**src/rtl/memory.sv**
```systemverilog
// Purpose: DEPTH x WIDTH register-file memory with sync clear; optional write-first bypass via MEMORY_WRITE_BYPASS_EN.
// Latency: 1 cycle from read_en_i to read_data_o/read_valid_o; writes visible to reads from the next cycle.
// Backpressure: none, one read and one write accepted every cycle.
module memory #(
  parameter int WIDTH = 32,
  parameter int DEPTH = 16,
  localparam int AW = $clog2(DEPTH)
) (
  input  logic             clk_i,
  input  logic             rst_i,
  input  logic             read_en_i,
  input  logic [AW-1:0]    read_pos_i,
  output logic [WIDTH-1:0] read_data_o,
  output logic             read_valid_o,
  input  logic             write_en_i,
  input  logic [AW-1:0]    write_pos_i,
  input  logic [WIDTH-1:0] write_data_i
);

  localparam logic [AW:0] DEPTH_L = DEPTH[AW:0];

  logic [WIDTH-1:0] mem_q [DEPTH];
  logic [WIDTH-1:0] mem_d [DEPTH];
  logic [WIDTH-1:0] read_data_q, read_data_d;
  logic             read_valid_q, read_valid_d;
  logic             rd_in_range, wr_in_range;

  // Addresses past DEPTH only exist when DEPTH is not a power of two.
  assign rd_in_range = ({1'b0, read_pos_i} < DEPTH_L);
  assign wr_in_range = ({1'b0, write_pos_i} < DEPTH_L);

  always_comb begin
    mem_d        = mem_q;
    read_data_d  = read_data_q;
    read_valid_d = 1'b0;
    if (read_en_i) begin
      read_valid_d = 1'b1;
      read_data_d  = rd_in_range ? mem_q[read_pos_i] : '0;
`ifdef MEMORY_WRITE_BYPASS_EN
      if (write_en_i && wr_in_range && (write_pos_i == read_pos_i)) begin
        read_data_d = write_data_i;
      end
`endif
    end
    if (write_en_i && wr_in_range) begin
      mem_d[write_pos_i] = write_data_i;
    end
  end

  always_ff @(posedge clk_i) begin
    if (rst_i) begin
      mem_q        <= '{default: '0};
      read_data_q  <= '0;
      read_valid_q <= 1'b0;
    end else begin
      mem_q        <= mem_d;
      read_data_q  <= read_data_d;
      read_valid_q <= read_valid_d;
    end
  end

  assign read_data_o  = read_data_q;
  assign read_valid_o = read_valid_q;

endmodule

```
**config.mk**
```make
export PLATFORM = sky130hd
export DESIGN_NAME = memory
export DESIGN_NICKNAME = d
export VERILOG_FILES = /design/src/rtl/memory.sv
export SDC_FILE = /design/constraint.sdc
export NUM_CORES = 1
export LEC_CHECK = 0
export ABC_AREA = 1
export CORE_MARGIN = 2
export CORE_UTILIZATION = 35
export DETAILED_ROUTE_END_ITERATION = 16
export HOLD_SLACK_MARGIN = 0.12
export SYNTH_ARGS = -nofsm -noshare
export SYNTH_HDL_FRONTEND = slang
export SYNTH_SLANG_ARGS = --single-unit
```
**constraint.sdc**
```tcl
create_clock -name clk_i -period 1.47 [get_ports clk_i]
set_clock_uncertainty 0.05 [all_clocks]
set_input_delay 0.147 -clock clk_i [delete_from_list [all_inputs] [get_ports clk_i]]
set_output_delay 0.147 -clock clk_i [all_outputs]
set_load 0.1 [all_outputs]
```
==> metrics <==
status=finished, final reports clean; number of port buffers=between 70 and 80; CTS Buffer Depth=3; Die Y=269.0 µm; vias=24100; warnings from Yosys=0; Most used DFF post-synth=dfxtp_1; Core ar.=69790 µm²; Hold WC Path Type=input port to flop; crit-path cells=buf_12; P per Cell Area=1135 nW/µm²; post-layout min period=1.431 ns; met3 routed wirelength=5.638 mm; CTS tree=yes; endpoints failing setup=0; die footprint=72370 µm²; leakage=10.91 nW; synthesized instance count=3664; syn_area_per_cell=around 6.7 µm²; Critical path buffers and inverters=1; nets@finish=3728; design internal power=25.45 mW; FMAX=699.0 MHz; GRT Resource Usage Total=23.49%; routed length per instance=18.38 µm; Slowest-stage cell, CP=dfxtp_1; Slew Viols, Final=0; CP delay by family, top=flip-flops; largest family of logic cells by synthesized area=simple AND/OR/NAND/NOR gates; DRC Markers=0; crit end category=output pin; share of layout cells above drive strength 1=10.85%; DRT antenna net count=0; CP required=1.27 ns; startpoint class of the critical path=flop; count leader, synth=nand2_1; Synth Area in XOR/XNOR=0%; first-pass GRT wire length=132.6 mm; row count=97; antenna violations before repair=0; worst hold slack=between 0.2 and 0.25 ns; NetSw=9.041 mW; maximum number of pins on one net before global-route repair=79; Synth area leader=dfxtp_1; period utilization=between 90% and 100%; largest fanout on the critical path=2; Comb pwr share=11.8%; maximum VDD drop=0.9518 mV; worst skew pair latency=around 0.63 ns; total gr overflow=0; placed wire-length estimate=54.62 mm; vias in the first global route=22370; synthesized area=24580 µm²; Synth Area in Simple Gates=a little under two fifths; CP peak stage delay=0.41 ns; TritonCTS Buffers=59; initial drt markers=2153; Slew Limit Headroom=approximately two thirds; maximum capacitance violations=0; Area growth, synth to finish=23.60%; wire length on met1=38.67 mm; H-tree depth=2; adder-cell share of the synthesized area=0%; fraction of registers with async set/reset=0%; total wire length=85.88 mm; CP Data Arrival Time=1.23 ns; measured slew at the worst slew-check pin=~0.48 ns; synth top area cells=dfxtp_1 44%, nand2_1 25%, a21oi_1 10%, nand3_1 8.5%, buf_2 3.1%; unrepaired setup endpoints after global routing=false; kind of critical path=flop to output pin; Clk network pwr share=44.2%; met2 wire len=38.85 mm; CTS sink cnt=between 500 and 600; synth unique cells=19; post-synthesis mux area share=0%; Total Power=about 34 mW; Hold Vio Cnt, Final=0; Commonest cells post-synth=1632 x nand2_1, 545 x dfxtp_1, 509 x a21oi_1; highest metal used=met4; routability cong.=0.8256; Sw Share=26.21%; clk root buf=clkbuf_16; Initial Util=around a third; Seq/Total Area, Yosys=44.38%; Compound-Gate Fraction of Synth Area=about a tenth; Die Wd=269.0 µm; reg-to-reg setup timing slack=0.22 ns; TritonRoute pass-1 iters=7; via density per instance=a little over 5; clk slew on worst S/H paths=0.06 ns; ANT cells=0; Synth Register Bits=545; Sequential Power Share=a little over two fifths; Syn Nets=3708; Ports=between 70 and 80; Post-synth EDFFs=0; Synth top area share=44.38%
## worst paths after layout
| check | start | end | cells past startpoint |
|---|---|---|---|
| worst min-delay path | write_data_i[7] | mem_q[391] | 4 |
| worst min register to register | mem_q[385] | mem_q[385] | 2 |
| worst max register to register | mem_q[456] | read_data_o[8] | 8 |
| worst max-delay path | read_data_o[7] | read_data_o[7] | 1 |
## metrics by stage
step	area [µm²]	instances	worst slack (ns)	utilization (%)	setup TNS, ns
5_1_grt	30380	4672	0.003932	43.54	0
3_5_place_dp	28370	4559	-0.4694	40.65	-189.90
3_3_place_gp	28370	4559	-0.4450	40.65	-181.08
6_report	30380	4672	0.03932	43.54	0
2_1_floorplan	24580	3664	0.1378	-	0
4_1_cts	30380	4672	0.007420	43.54	0
## layout make-up
| cell class | instances | area, µm² |
|---|---|---|
| clock buffers | 94 | 1790 |
| clock inverters | 15 | 181.4 |
| fillers | 7081 | 39400 |
| inverters | 57 | 224.0 |
| multi-input cells | 2714 | 11710 |
| flip-flops and latches | 545 | 10910 |
| well taps | 940 | 1176 |
| repair buffers | 307 | 4388 |
## routing by layer
metal / GRT usage [%] / vias to the layer above
met5: 0 / -
met4: 7.778 / 0
met3: 3.123 / 173
met2: 37.45 / 866
met1: 32.71 / 11250
li1: - / 11810
## power groups by stage
stage	logic (mW)	registers [mW]	clock network (mW)
6_report	4.07	15.2	15.3
5_1_grt	4.31	15.2	16.1
4_1_cts	4.04	15.2	15.5
3_5_place_dp	4.02	15.5	0
3_3_place_gp	4.01	15.5	0
2_1_floorplan	1.76	15.9	0
## what timing repair did
| action | 4_1_cts | 5_1_grt |
|---|---|---|
| endpoints found under the setup margin | 0 | 0 |
| resized for setup | 0 | 0 |
| hold endpoints to repair | 320 | 0 |
| buffers inserted | 0 | 0 |
| hold buffers | 4 | 0 |
## registers in the layout, summed over array words and instances, names as in the netlist
register	flops
read_valid_o	1
mem_q	512
read_data_o	32
## logic make-up after synthesis
group | Yosys count
and+or+nand+nor | 2202
DFF | 545
AOI/OAI and AO/OA | 512
buffers and inverters | 405
## cells in the final DEF, fill, tap and decap left out, types with 9 or more instances in the layout
cell type and n:
nand4_1 64, inv_2 19, nand3_1 417, nand2_1 1632
clkbuf_16 61, a21oi_1 509, clkinv_2 9, nor2_4 16
buf_4 104, clkdlybuf4s50_1 36, inv_1 36, buf_12 158
nor2_1 65, dfxtp_1 545, clkbuf_8 15, clkbuf_1 19
No activity file was read; power rests on OpenSTA's default activity.
